$ cat config.mk
export PLATFORM = sky130hd
export DESIGN_NAME = deserializer
export DESIGN_NICKNAME = d
export VERILOG_FILES = /design/src/rtl/serdes_pkg.sv /design/src/rtl/deser_out_reg.sv /design/src/rtl/deserializer.sv
export SDC_FILE = /design/constraint.sdc
export NUM_CORES = 1
export LEC_CHECK = 0
export ABC_AREA = 1
export CAP_MARGIN = 20
export CORE_MARGIN = 10
export CORE_UTILIZATION = 55
export CTS_BUF_LIST = sky130_fd_sc_hd__clkbuf_4 sky130_fd_sc_hd__clkbuf_8
export DETAILED_ROUTE_END_ITERATION = 6
export GPL_TIMING_DRIVEN = 0
export HOLD_SLACK_MARGIN = 0.05
export PLACE_DENSITY = 0.81
export SLEW_MARGIN = 10
export SYNTH_ARGS = -nofsm -noshare
export SYNTH_HDL_FRONTEND = slang
export SYNTH_HIERARCHICAL = 1
export SYNTH_SLANG_ARGS = --single-unit
$ cat constraint.sdc
create_clock -name clk_i -period 2.8 [get_ports clk_i]
set_clock_uncertainty 0.1 [all_clocks]
set_input_delay 0.28 -clock clk_i [delete_from_list [all_inputs] [get_ports clk_i]]
set_output_delay 0.28 -clock clk_i [all_outputs]
set_load 0.005 [all_outputs]
$ cat src/rtl/serdes_pkg.sv
// Shared types and constants for the serializer/deserializer pair.
package serdes_pkg;

  typedef enum logic [0:0] {
    IDLE_S  = 1'b0,
    SHIFT_S = 1'b1
  } deser_state_e;

  localparam int unsigned DEFAULT_DATA_BUS_WIDTH = 16;
  localparam int unsigned MIN_FLUSH_BITS         = 3;

endpackage

$ cat src/rtl/deser_out_reg.sv
// Valid/ready holding register for deserialized words; drops a new word and
// pulses ovf_o when the register is occupied and not draining in that cycle.
module deser_out_reg #(
  parameter int W = 16,
  parameter int M = 4
) (
  input  logic         clk_i,
  input  logic         rst_i,
  input  logic         load_i,
  input  logic [W-1:0] load_data_i,
  input  logic [M-1:0] load_mod_i,
  input  logic         ready_i,
  output logic [W-1:0] data_o,
  output logic [M-1:0] mod_o,
  output logic         val_o,
  output logic         ovf_o
);

  logic [W-1:0] data_q, data_d;
  logic [M-1:0] mod_q, mod_d;
  logic         val_q, val_d;
  logic         ovf_q, ovf_d;

  // Load/drain/drop decision; a drain and a load may share one cycle.
  always_comb begin
    data_d = data_q;
    mod_d  = mod_q;
    val_d  = val_q;
    ovf_d  = 1'b0;
    if (load_i) begin
      if (!val_q || ready_i) begin
        data_d = load_data_i;
        mod_d  = load_mod_i;
        val_d  = 1'b1;
      end else begin
        ovf_d  = 1'b1;
      end
    end else if (val_q && ready_i) begin
      val_d = 1'b0;
    end else begin
      val_d = val_q;
    end
  end

  // Holding register state.
  always_ff @(posedge clk_i or posedge rst_i) begin
    if (rst_i) begin
      data_q <= '0;
      mod_q  <= '0;
      val_q  <= 1'b0;
      ovf_q  <= 1'b0;
    end else begin
      data_q <= data_d;
      mod_q  <= mod_d;
      val_q  <= val_d;
      ovf_q  <= ovf_d;
    end
  end

  assign data_o = data_q;
  assign mod_o  = mod_q;
  assign val_o  = val_q;
  assign ovf_o  = ovf_q;

endmodule

$ cat src/rtl/deserializer.sv
// Packs an MSB-first serial stream into W-bit words with a valid-bit count.
// Define DESERIALIZER_PARTIAL_FLUSH_EN to emit left-aligned partial bursts of 3..W-1 bits.
module deserializer
  import serdes_pkg::*;
#(
  parameter int DATA_BUS_WIDTH = DEFAULT_DATA_BUS_WIDTH,
  parameter int DATA_MOD_WIDTH = $clog2(DATA_BUS_WIDTH)
) (
  input  logic                      clk_i,
  input  logic                      rst_i,
  input  logic                      ser_data_i,
  input  logic                      ser_data_val_i,
  output logic [DATA_BUS_WIDTH-1:0] deser_data_o,
  output logic [DATA_MOD_WIDTH-1:0] deser_data_mod_o,
  output logic                      deser_data_val_o,
  input  logic                      deser_data_ready_i,
  output logic                      busy_o,
  output logic                      ovf_o,
  output logic                      short_o
);

  localparam int W = DATA_BUS_WIDTH;
  localparam int M = DATA_MOD_WIDTH;
  localparam logic [M-1:0] LAST_CNT = M'(W - 1);

  deser_state_e state_q, state_d;
  logic [M-1:0] bit_cnt_q, bit_cnt_d;
  // Only W-1 history bits are kept: the W-th bit goes straight into the output word.
  logic [W-2:0] shift_buf_q, shift_buf_d;
  logic         busy_q, busy_d;
  logic         short_q, short_d;

  logic [W-1:0] shifted_s;
  logic         load_s;
  logic [W-1:0] load_data_s;
  logic [M-1:0] load_mod_s;

`ifdef DESERIALIZER_PARTIAL_FLUSH_EN
  localparam logic [M-1:0] MIN_FLUSH_CNT = M'(MIN_FLUSH_BITS);
  logic [M:0] pad_s;
`endif

  assign shifted_s = {shift_buf_q, ser_data_i};

  // Sampling FSM, bit counter and word/flush generation.
  always_comb begin
    state_d     = state_q;
    bit_cnt_d   = bit_cnt_q;
    shift_buf_d = shift_buf_q;
    short_d     = 1'b0;
    load_s      = 1'b0;
    load_data_s = '0;
    load_mod_s  = '0;
`ifdef DESERIALIZER_PARTIAL_FLUSH_EN
    pad_s       = (M+1)'(W) - {1'b0, bit_cnt_q};
`endif
    case (state_q)
      IDLE_S: begin
        if (ser_data_val_i) begin
          state_d     = SHIFT_S;
          shift_buf_d = shifted_s[W-2:0];
          bit_cnt_d   = M'(1);
        end else begin
          state_d     = IDLE_S;
        end
      end
      SHIFT_S: begin
        if (ser_data_val_i) begin
          shift_buf_d = shifted_s[W-2:0];
          if (bit_cnt_q == LAST_CNT) begin
            load_s      = 1'b1;
            load_data_s = shifted_s;
            load_mod_s  = '0;
            bit_cnt_d   = '0;
          end else begin
            bit_cnt_d   = bit_cnt_q + M'(1);
          end
        end else begin
          state_d   = IDLE_S;
          bit_cnt_d = '0;
          if (bit_cnt_q != '0) begin
`ifdef DESERIALIZER_PARTIAL_FLUSH_EN
            if (bit_cnt_q >= MIN_FLUSH_CNT) begin
              load_s      = 1'b1;
              load_data_s = {1'b0, shift_buf_q} << pad_s;
              load_mod_s  = bit_cnt_q;
            end else begin
              short_d     = 1'b1;
            end
`else
            short_d = 1'b1;
`endif
          end else begin
            short_d = 1'b0;
          end
        end
      end
      default: begin
        state_d   = IDLE_S;
        bit_cnt_d = '0;
      end
    endcase
    busy_d = (bit_cnt_d != '0);
  end

  // Sampling state registers.
  always_ff @(posedge clk_i or posedge rst_i) begin
    if (rst_i) begin
      state_q     <= IDLE_S;
      bit_cnt_q   <= '0;
      shift_buf_q <= '0;
      busy_q      <= 1'b0;
      short_q     <= 1'b0;
    end else begin
      state_q     <= state_d;
      bit_cnt_q   <= bit_cnt_d;
      shift_buf_q <= shift_buf_d;
      busy_q      <= busy_d;
      short_q     <= short_d;
    end
  end

  deser_out_reg #(
    .W (W),
    .M (M)
  ) u_out_reg (
    .clk_i       (clk_i),
    .rst_i       (rst_i),
    .load_i      (load_s),
    .load_data_i (load_data_s),
    .load_mod_i  (load_mod_s),
    .ready_i     (deser_data_ready_i),
    .data_o      (deser_data_o),
    .mod_o       (deser_data_mod_o),
    .val_o       (deser_data_val_o),
    .ovf_o       (ovf_o)
  );

  assign busy_o  = busy_q;
  assign short_o = short_q;

endmodule
==> results.tsv <==
stage	metric	value	unit
drt	DR vias/cell	4.762	
hold_path	Hold Crit Endpoint	state_q	
drt	Remaining DRCs	0	
die	Initial Util	57.07	%
drt	antenna viol nets, final	0	
worst_setup_path	r2r endpoint	u_out_reg/data_o[6]	
global_route	GRT Total Usage	12.87	%
sta	Hold Slack	0.2725	ns
die	row cnt	21	
global_route	initial antenna violation count	0	
drt	total routed wirelength	3585	µm
cts	clock latency on the worst-skew pair	0.36	ns
finish	Filler cells	316	
worst_setup_path	FF-to-FF Start	bit_cnt_q[0]	
sta	worst setup margin	1.164	ns
yosys	mux contribution to synthesized area	0	%
global_route	pin count of the biggest net entering global routing	23	
worst_setup_path	Worst path slowest cell	clkdlybuf4s50_1	
power_and_ir_drop	Leak	0.001196	µW
worst_setup_path	R2R depth	8	
worst_setup_path	worst endpoint required time	2.42	ns
yosys	Yosys cell types	20	
yosys	Ys Warns	6	
die	Die Ht	79.08	µm
worst_setup_path	CP max stage delay	0.51	ns
drt	via count	1481	
cts	Post-CTS Resized	0	
die	Die ar.	0.006253	mm²
global_route	vias in the first global route	1489	
cts	CTS Hold Bufs	0	
yosys	Synth Area in Compound Gates	4.628	%
worst_setup_path	Arrival @ worst endpoint	1.26	ns
hold_path	WHS Path Cells	1	
yosys	Synth Cell Area	0.001919	mm²
cts	clock root cell	clkbuf_4	
hold_path	HP Start	ser_data_val_i	
yosys	post-synthesis simple-gate area fraction	26.27	%
drt	initial drt markers	81	
worst_setup_path	startpoint types	register	
worst_setup_path	reg2reg setup slack	1.18	ns
cts	TritonCTS Sinks	44	
sta	Slew HR	46.09	%
status	status	completed	
yosys	Synth Area in Adders	1.304	%
cts	CTS tree	built	
finish	share of cells above drive strength 1	8.302	%
placed_design	DP Worst Slack	0.8844	ns
cts	H-tree Lvls	2	
power_and_ir_drop	VDD IR max	283.4	µV
sta	Slew Viols, Final	0	
finish	most common cell after layout, fill and taps aside	nand2_1	
hold_path	HP Class	in2reg	
sta	crit path time final	1.636	ns
finish	most frequent cells in the layout	68 x nand2_1, 44 x dfrtp_1, 30 x inv_1	
sta	final hold vios	0	
worst_setup_path	CP Buf/Inv Count	1	
worst_setup_path	maximum fanout along the worst path	2	
sta	Worst Max-Slew Pin Slew	0.8077	ns
cts	CTS Buf Count	5	
sta	Max Clk Rate	611.2	MHz
drt	DR WL/cell	11.53	µm
yosys	main combinational cell family by area after synthesis	simple AND/OR/NAND/NOR gates	
cts	Post-CTS Setup Inserts	0	
placed_design	hpwl dp	2680	µm
power_and_ir_drop	Power Dens Cells	482.8	mW/mm²
worst_setup_path	Worst setup EP type	output pin	
die	die width	79.08	µm
yosys	syn avg cell area	8.493	µm²
global_route	GR Overflow Total	0	
placed_design	port bufs	28	
yosys	post-synthesis xor/xnor area fraction	0	%
power_and_ir_drop	Power, Total	1125	µW
finish	final cell count without fillers	311	
yosys	Yosys reg bits	44	
finish	Layout Nets	271	
die	Core Footprint	0.003363	mm²
cts	CTS Buffer Depth	2	
global_route	first-pass GRT wire length	6403	µm
run	max-cap violations	0	
finish	Area Overhead vs Synth	21.38	%
sta	RSZ-0062 raised after global routing	false	
yosys	post-synthesis sequential area ratio	57.37	%
worst_setup_path	WS Path Type	reg2out	
placed_design	routability cong.	0.8495	
worst_setup_path	Top delay family on crit path	buffers and inverters	
cts	clock-pin slew on the worst setup and hold paths	0.13	ns
yosys	Post-Synthesis Cells	226	
sta	Setup-failing EPs final	0	
sta	Tcrit/Tclk final	58.43	%
sta	Sum Neg Setup Slack	0	ns
placed_design	Inst Count DP	303	
drt	Pre-antenna DRT Iters	4	
worst_setup_path	CP Cell Sequence	clkdlybuf4s50_1	
finish	# diodes	0	
die	num ports	29	
-- synth_stat cells --
library cell	n	area share, %
inv_2	1	0.20
nor2_2	1	0.33
a311oi_1	1	0.46
nand2_1	68	13
nand3_1	24	6.3
conb_1	1	0.20
buf_6	3	1.8
a21oi_1	1	0.26
dfrtp_1	44	57
buf_4	4	1.6
o21ai_0	15	3.9
nor2_4	1	0.59
inv_1	30	5.9
ha_1	2	1.3
nand2_2	2	0.65
clkbuf_1	3	0.59
nand3_2	1	0.52
nand4_1	1	0.33
buf_2	1	0.26
nor2_1	22	4.3
-- state kept, by name (all words and copies together), names as in the netlist --
register and count:
u_out_reg/ovf_o 1, bit_cnt_q 4, state_q 1, shift_buf_q 15, busy_o 1, short_o 1
u_out_reg/data_o 16, u_out_reg/val_o 1, u_out_reg/mod_o 4
-- metrics by stage --
step                util, %  area (µm²)
floorplan                 -        1931
global placement      67.45        2268
detailed placement    67.45        2268
CTS                   69.27        2330
global route          69.27        2330
finish                69.27        2330
-- layout make-up --
cell class                 instances  area, µm²  share of cell area, %
tap                               46      57.56                  2.470
clock inverter                     2      10.01                 0.4296
buffer                            11      80.08                  3.437
clock buffer                       6      51.30                  2.202
inverter                          31      116.4                  4.995
multi-input combinational        143      633.1                  27.18
sequential                        44       1101                  47.26
timing repair buffer              28      280.3                  12.03
-- cells by family (layout without fill, tap and decap cells) --
group	after synthesis	in the layout
AND/OR/NAND/NOR	120	120
adder cells (fa/ha/maj)	2	2
other	1	4
AO/OA/AOI/OAI	17	17
buffers and inverters	42	78
flip-flops	44	44
-- per-layer routing --
metal  track usage (%)  part of all wire, %  up-vias
met2             20.64                   48       38
met4             6.452                  2.1        0
li1                  -                    -      763
met5                 0                    0        -
met3             5.293                  7.3        5
met1             14.48                   43      675
-- how the worst max path moves through the flow --
stage	from	to	slack, ns	depth (start not counted)
2_1_floorplan	bit_cnt_q[0]	u_out_reg/data_o[11]	1.39	8
3_3_place_gp	ser_data_val_i	u_out_reg/data_o[5]	0.91	9
3_5_place_dp	ser_data_val_i	u_out_reg/data_o[6]	0.88	9
4_1_cts	u_out_reg/val_o	deser_data_val_o	1.15	1
5_1_grt	bit_cnt_q[1]	u_out_reg/data_o[13]	0.98	8
6_report	u_out_reg/val_o	deser_data_val_o	1.16	1
-- where the power goes --
group | switching [µW] | internal, µW | total (µW)
Combinational | 64.8 | 38.2 | 103
Clock | 202 | 120 | 321
Sequential | 24.3 | 676 | 700
Power figures use the tool's default switching activity.
